<file path="config.mk">
export PLATFORM = sky130hd
export DESIGN_NAME = multi_ring_osc_flat
export DESIGN_NICKNAME = d
export VERILOG_FILES = /design/src/rtl/multi_ring_osc_if.sv /design/src/rtl/multi_ring_osc.sv /design/src/flat_wrapper.sv
export SDC_FILE = /design/constraint.sdc
export NUM_CORES = 1
export LEC_CHECK = 0
export ABC_AREA = 1
export BUFFER_PORTS_ARGS = -buffer_cell sky130_fd_sc_hd__buf_2
export CAP_MARGIN = 20
export CORE_MARGIN = 2
export CORE_UTILIZATION = 45
export CTS_BUF_LIST = sky130_fd_sc_hd__clkbuf_2 sky130_fd_sc_hd__clkbuf_4 sky130_fd_sc_hd__clkbuf_8
export DETAILED_ROUTE_END_ITERATION = 12
export SKIP_LAST_GASP = 1
export SLEW_MARGIN = 20
export SYNTH_ARGS = -nofsm -noshare
export SYNTH_HDL_FRONTEND = slang
export SYNTH_SLANG_ARGS = --single-unit
</file>
<file path="constraint.sdc">
create_clock -name clk -period 29.4 [get_ports clk]
set_input_delay 4.41 -clock clk [delete_from_list [all_inputs] [get_ports clk]]
set_output_delay 4.41 -clock clk [all_outputs]
set_load 0.01 [all_outputs]
</file>
<file path="src/rtl/multi_ring_osc_if.sv">
// Bundle of configuration, control and status signals for multi_ring_osc.
//   master: drives cfg_we/cfg_ch/cfg_half/cfg_burst, start, stop;
//           observes out, busy, done
//   slave : the oscillator block itself
interface multi_ring_osc_if #(
  parameter int unsigned NUM_CH  = 4,
  parameter int unsigned CNT_W   = 16,
  parameter int unsigned BURST_W = 8,
  parameter int unsigned CH_W    = 2
);
  logic               cfg_we;
  logic [CH_W-1:0]    cfg_ch;
  logic [CNT_W-1:0]   cfg_half;
  logic [BURST_W-1:0] cfg_burst;
  logic [NUM_CH-1:0]  start;
  logic [NUM_CH-1:0]  stop;
  logic [NUM_CH-1:0]  out;
  logic [NUM_CH-1:0]  busy;
  logic [NUM_CH-1:0]  done;

  modport master (
    output cfg_we, cfg_ch, cfg_half, cfg_burst, start, stop,
    input  out, busy, done
  );

  modport slave (
    input  cfg_we, cfg_ch, cfg_half, cfg_burst, start, stop,
    output out, busy, done
  );
endinterface

</file>
<file path="src/rtl/multi_ring_osc.sv">
// Bank of NUM_CH independent programmable square-wave generators.
// Each channel holds a half-period and a burst length. A start launches a run
// that emits high/low phases of half_l cycles each; with a non-zero burst the
// run ends after burst_l high pulses and pulses done, otherwise it free-runs
// until stop.
// Ports:
//   clk  - system clock, rising edge
//   rst  - asynchronous active-high reset
//   bus  - multi_ring_osc_if.slave: cfg write port, start/stop requests,
//          out/busy/done status per channel
module multi_ring_osc #(
  parameter int unsigned NUM_CH  = 4,
  parameter int unsigned CNT_W   = 16,
  parameter int unsigned BURST_W = 8,
  parameter int unsigned CH_W    = 2
) (
  input logic                  clk,
  input logic                  rst,
  multi_ring_osc_if.slave      bus
);

  typedef enum logic [0:0] {StIdle, StRun} state_e;

  logic [NUM_CH-1:0] out_vec;
  logic [NUM_CH-1:0] busy_vec;
  logic [NUM_CH-1:0] done_vec;

  for (genvar c = 0; c < NUM_CH; c++) begin : g_ch
    state_e             state_q, state_d;
    logic [CNT_W-1:0]   cnt_q, cnt_d;
    logic [CNT_W-1:0]   half_l_q, half_l_d;
    logic [BURST_W-1:0] per_q, per_d;
    logic [BURST_W-1:0] burst_l_q, burst_l_d;
    logic               out_q, out_d;
    logic               done_q, done_d;
    logic [CNT_W-1:0]   half_cfg_q;
    logic [BURST_W-1:0] burst_cfg_q;
    logic [BURST_W-1:0] per_inc;
    logic               cfg_hit;

    // Channel indices outside the bank never match, so such writes are dropped.
    assign cfg_hit = bus.cfg_we && (bus.cfg_ch == CH_W'(c));
    assign per_inc = per_q + BURST_W'(1);

    // Config registers are independent of the run state; a running channel
    // keeps its latched half_l/burst_l copies.
    always_ff @(posedge clk or posedge rst) begin
      if (rst) begin
        half_cfg_q  <= CNT_W'(1);
        burst_cfg_q <= '0;
      end else if (cfg_hit) begin
        half_cfg_q  <= bus.cfg_half;
        burst_cfg_q <= bus.cfg_burst;
      end
    end

    always_ff @(posedge clk or posedge rst) begin
      if (rst) begin
        state_q   <= StIdle;
        cnt_q     <= '0;
        half_l_q  <= CNT_W'(1);
        per_q     <= '0;
        burst_l_q <= '0;
        out_q     <= 1'b0;
        done_q    <= 1'b0;
      end else begin
        state_q   <= state_d;
        cnt_q     <= cnt_d;
        half_l_q  <= half_l_d;
        per_q     <= per_d;
        burst_l_q <= burst_l_d;
        out_q     <= out_d;
        done_q    <= done_d;
      end
    end

    always_comb begin
      state_d   = state_q;
      cnt_d     = cnt_q;
      half_l_d  = half_l_q;
      per_d     = per_q;
      burst_l_d = burst_l_q;
      out_d     = out_q;
      done_d    = 1'b0;
      unique case (state_q)
        StIdle: begin
          // stop has priority over a simultaneous start
          if (bus.start[c] && !bus.stop[c]) begin
            state_d   = StRun;
            out_d     = 1'b1;
            cnt_d     = '0;
            per_d     = '0;
            half_l_d  = (half_cfg_q == '0) ? CNT_W'(1) : half_cfg_q;
            burst_l_d = burst_cfg_q;
          end
        end
        StRun: begin
          if (bus.stop[c]) begin
            state_d = StIdle;
            out_d   = 1'b0;
            cnt_d   = '0;
            per_d   = '0;
          end else if (cnt_q == half_l_q - CNT_W'(1)) begin
            cnt_d = '0;
            if (out_q) begin
              out_d = 1'b0;
            end else if ((burst_l_q != '0) && (per_inc == burst_l_q)) begin
              // This rising edge would start pulse burst_l+1: end the burst.
              state_d = StIdle;
              out_d   = 1'b0;
              per_d   = '0;
              done_d  = 1'b1;
            end else begin
              out_d = 1'b1;
              per_d = per_inc;
            end
          end else begin
            cnt_d = cnt_q + CNT_W'(1);
          end
        end
        default: state_d = StIdle;
      endcase
    end

    assign out_vec[c]  = out_q;
    assign busy_vec[c] = (state_q == StRun);
    assign done_vec[c] = done_q;
  end

  assign bus.out  = out_vec;
  assign bus.busy = busy_vec;
  assign bus.done = done_vec;

endmodule

</file>
<file path="src/flat_wrapper.sv">
// flat-port wrapper written by rule: the top's interface ports become plain ports
module multi_ring_osc_flat 
#(
  parameter int unsigned NUM_CH  = 4,
  parameter int unsigned CNT_W   = 16,
  parameter int unsigned BURST_W = 8,
  parameter int unsigned CH_W    = 2
)
  (clk, rst, bus_cfg_we, bus_cfg_ch, bus_cfg_half, bus_cfg_burst, bus_start, bus_stop, bus_out, bus_busy, bus_done);
  multi_ring_osc_if #(.NUM_CH(NUM_CH), .CNT_W(CNT_W), .BURST_W(BURST_W), .CH_W(CH_W)) bus_i ();
  input logic clk;
  input logic rst;
  input wire logic [$bits(bus_i.cfg_we)-1:0] bus_cfg_we;
  input wire logic [$bits(bus_i.cfg_ch)-1:0] bus_cfg_ch;
  input wire logic [$bits(bus_i.cfg_half)-1:0] bus_cfg_half;
  input wire logic [$bits(bus_i.cfg_burst)-1:0] bus_cfg_burst;
  input wire logic [$bits(bus_i.start)-1:0] bus_start;
  input wire logic [$bits(bus_i.stop)-1:0] bus_stop;
  output wire logic [$bits(bus_i.out)-1:0] bus_out;
  output wire logic [$bits(bus_i.busy)-1:0] bus_busy;
  output wire logic [$bits(bus_i.done)-1:0] bus_done;
  assign bus_i.cfg_we = bus_cfg_we;
  assign bus_i.cfg_ch = bus_cfg_ch;
  assign bus_i.cfg_half = bus_cfg_half;
  assign bus_i.cfg_burst = bus_cfg_burst;
  assign bus_i.start = bus_start;
  assign bus_i.stop = bus_stop;
  assign bus_out = bus_i.out;
  assign bus_busy = bus_i.busy;
  assign bus_done = bus_i.done;
  multi_ring_osc #(.NUM_CH(NUM_CH), .CNT_W(CNT_W), .BURST_W(BURST_W), .CH_W(CH_W)) u_core (.clk(clk), .rst(rst), .bus(bus_i));
endmodule
</file>
==> metrics.md <==
| Metric | Value |
|---|---|
| Reg2Reg Capture Point | u_core.g_ch[3].per_q[6]$_DFFE_PP0P_ |
| RD Place Congestion | roughly 0.91 |
| Finish-stage setup viols | 0 |
| All-layer global routing usage | between 20% and 30% |
| Finished Cell Area | roughly 19,000 um2 |
| Cell Rows | just over 70 |
| Slew Limit Fails | 0 |
| CTS H-tree lvls | 2 |
| Cell Area, Placed | ~18,000 um2 |
| Net count after synthesis | around 2,400 |
| RSZ-0062 raised after global routing | false |
| Crit-path cells | buf_2 > inv_1 > nand2_1 > nor2_2 > buf_4 > clkinv_1 > nand2_1 > nand2_2 > nand2_1 > nand2_1 |
| Die area | around 39,000 um2 |
| Worst skew pair latency | approximately 0.62 ns |
| Die Span Y | between 150 and 200 um |
| Crit-path max FO | 35 |
| First-pass GRT wire length | 71.8 mm |
| Max clock buf depth | 3 |
| Worst Max-Slew Pin Slew | between 0.9 and 1 ns |
| Netlist cell types | between 40 and 50 |
| Leak pwr | slightly above 9 nW |
| Min-delay worst type | reg2reg |
| Nets@finish | around 2,400 |
| Part of the Yosys area used for sequential elements | around 44% |
| Drt total wl | around 43 mm |
| Die width | around 200 um |
| CP peak stage delay | 0.45 ns |
| Post-Syn Area | 17,100 um2 |
| Primary FF master, synth | dfrtp_1 |
| Setup crit start kind | primary input |
| Worst R2R Path Depth | 13 |
| Final worst path period share | about 20% |
| DR vias/cell | ~5 |
| Most frequent CP cell | nand2_1 |
| Average size of a mapped cell | 7.34 um2 |
| R2r setup slk | approximately 27 ns |
| Total number of vias | approximately 15,000 |
| Power Density | roughly 73 nW/um2 |
| Reg area | about 7500 um2 |
| Post-route DRC | 0 |
| CORE AREA | between 30,000 and 40,000 um2 |
| Port Buffers | 48 |
| Drt first pass iters | 5 |
| Antenna violations before repair | 3 |
| Post-DRT Antenna Nets | 0 |
| Starting Density | 45.5% |
| Setup Fix Bufs, Post-CTS | 0 |
| Final clock skew | approximately 0.019 ns |
| Max-capacitance violation count | 0 |
| Hold_buf cts | 0 |
| Clock period minus worst slack | between 5 and 6 ns |
| Crit end category | flop |
| Critical Path AT | 6.35 ns |
| Worst hold endpoint | u_core.g_ch[3].burst_l_q[4]$_DFFE_PP0P_ |
| Worst Hold Depth | 2 |
| Synth Register Bits | 300 |
| Fillers | between 3,000 and 4,000 |
| Top achievable clock speed | 0.171 GHz |
| Post-Syn Instances | about 2,300 |
| Post-detail-place hpwl | ~31 mm |
| Rel. slew slack | between 30% and 40% |
| TritonCTS buffer count | between 50 and 60 |
| WL per Instance | roughly 15 um |
| 1st-iter DRT viols | 862 |
| Grt ovf | 0 |
| Area delta synth->final | 10.3% |
| CTS Sinks | 300 |
| Overall power | between 1 and 1.5 mW |
| Required @ worst endpoint | roughly 30 ns |
| Sum Neg Setup Slack | 0 ns |
| Pin count of the biggest net entering global routing | 161 |
| Critical path's slowest cell | clkinv_1 |
| Vias in the first global route | 13,906 |
| Maximum vdd ir drop | 36.6 uV |
| Share of post-route cells with drive strength above 1 | a little under a tenth |
| Ports | 49 |
| Number of flops mapped to enable cells by yosys | 0 |
| Status | complete, no violations |
| Critical path type | in2reg |
| Synth warn | 0 |
| Clk slew on worst S/H paths | 0.06 ns |
| HP Start | u_core.g_ch[3].burst_cfg_q[4]$_DFFE_PP0P_ |
| Resized Gates After CTS | 0 |
| Multi-input logic area | slightly above 8000 um2 |
| Ys async rst share | 100% |
| Root buf cell | clkbuf_8 |
| R2r startpoint | u_core.g_ch[3].half_l_q[0]$_DFFE_PP1P_ |
| Hold Vio Cnt, Final | 0 |
| CTS tree | built |
## flip-flops by register name, summed over array words and instances, names as in the netlist
| name | cells |
|---|---|
| u_core.g_ch.burst_l_q | 32 |
| u_core.g_ch.half_cfg_q | 64 |
| u_core.g_ch.cnt_q | 64 |
| u_core.g_ch.done_q | 4 |
| u_core.g_ch.state_q | 4 |
| u_core.g_ch.per_q | 32 |
| u_core.g_ch.burst_cfg_q | 32 |
| u_core.g_ch.out_q | 4 |
| u_core.g_ch.half_l_q | 64 |
## worst max-delay path: cells and delay by family
kind / cells / cell delay, ns
buf+inv: 4 / 0.98
simple gates: 6 / 0.96
## cell type report
type / instances / share of cell area (%)
well taps: 511 / 3.40
diodes: 3 / 0.0399
clock inverters: 4 / 0.120
inverters: 243 / 4.91
flip-flops and latches: 300 / 39.9
repair buffers: 57 / 1.70
clock buffers: 90 / 5.78
multi-input cells: 1715 / 44.1
## how the worst max path moves through the flow
stage / from / endpoint / slack, ns / depth (start not counted)
after floorplan: rst / u_core.g_ch[0].burst_cfg_q[0]$_DFFE_PP0P_ / 16.71 / 1
after detailed placement: bus_stop[0] / u_core.g_ch[0].per_q[7]$_DFFE_PP0P_ / 22.94 / 10
after CTS: bus_stop[0] / u_core.g_ch[0].per_q[0]$_DFFE_PP0P_ / 23.62 / 10
after global placement: bus_stop[0] / u_core.g_ch[0].per_q[1]$_DFFE_PP0P_ / 22.96 / 10
final: bus_stop[0] / u_core.g_ch[0].per_q[0]$_DFFE_PP0P_ / 23.54 / 10
after global routing: bus_stop[0] / u_core.g_ch[0].per_q[5]$_DFFE_PP0P_ / 23.29 / 10
## cells in the final DEF (no fill, tap or decap), drive strengths merged
cell type  count
o2111ai        1
clkbuf        90
diode          3
nand2        816
a22oi          4
or2            2
dfrtp        292
and3           2
a21oi         22
nand3        173
nor4          23
inv          238
xnor2         38
nand3b        30
nor2         222
dfstp          8
clkinv         8
nor2b          1
and2           5
nand4         38
nor3          22
o21a           1
nor3b          3
ha            12
a21o           1
xor2          89
o22ai         27
buf           57
o21ai        179
o21bai         4
clkinvlp       1
## metrics by stage
step	util, %	hold WS, ns	worst slack, ns	instances
finish	50.2	0.479	23.54	2923
global route	50.2	0.514	23.29	2921
CTS	50.2	0.484	23.62	2920
detailed placement	47.2	0.470	22.94	2826
global placement	47.2	0.468	22.96	2826
floorplan	-	0.449	16.71	2325
## cell families after synthesis
group	share of synthesized area [%]
simple gates	33.7
buf+inv	7.38
flops	44.1
compound gates	7.38
xor+xnor	6.56
fa+ha+maj	0.880
## power by group
group,switching (mW),leakage (nW),total (mW),internal [mW]
clock network,0.178,0.597,0.409,0.231
logic,0.257,4.86,0.400,0.143
registers,0.0757,3.90,0.562,0.486
total,0.511,9.35,1.37,0.860
## cells in the mapped netlist (4+ instances only)
| library cell | n | area [um2] |
|---|---|---|
| ha_1 | 12 | 150 |
| and2_1 | 5 | 31.3 |
| xnor2_1 | 38 | 333 |
| a22oi_1 | 4 | 30.0 |
| nor3_1 | 19 | 95.1 |
| buf_2 | 4 | 20.0 |
| inv_1 | 231 | 867 |
| inv_2 | 8 | 30.0 |
| nand3_2 | 6 | 60.1 |
| nor2_1 | 201 | 754 |
| buf_4 | 16 | 120 |
| dfrtp_1 | 292 | 7310 |
| nor2_4 | 8 | 90.1 |
| buf_6 | 4 | 45.0 |
| o21bai_1 | 4 | 30.0 |
| clkinv_1 | 4 | 15.0 |
| a21oi_1 | 22 | 110 |
| nand4_1 | 38 | 238 |
| dfstp_2 | 8 | 210 |
| o21ai_0 | 176 | 881 |
| nand3b_1 | 30 | 225 |
| nand3_1 | 166 | 831 |
| xor2_1 | 88 | 771 |
| clkbuf_1 | 42 | 158 |
| nor4_1 | 23 | 144 |
| nand2_2 | 12 | 75.1 |
| nand2_1 | 802 | 3010 |
| o22ai_1 | 27 | 169 |
| nor2_2 | 13 | 81.3 |
## routing by layer
metal  GRT usage (%)  wire, um  up-vias  share of wire [%]
met2            34.4     18700      265                 43
met5               0         0        -                  0
met1            32.6     21100     6792                 49
met3            3.95      2000       81                4.6
li1                -         -     7490                  -
met4            7.08      1220        0                2.8
Power figures use the tool's default switching activity.
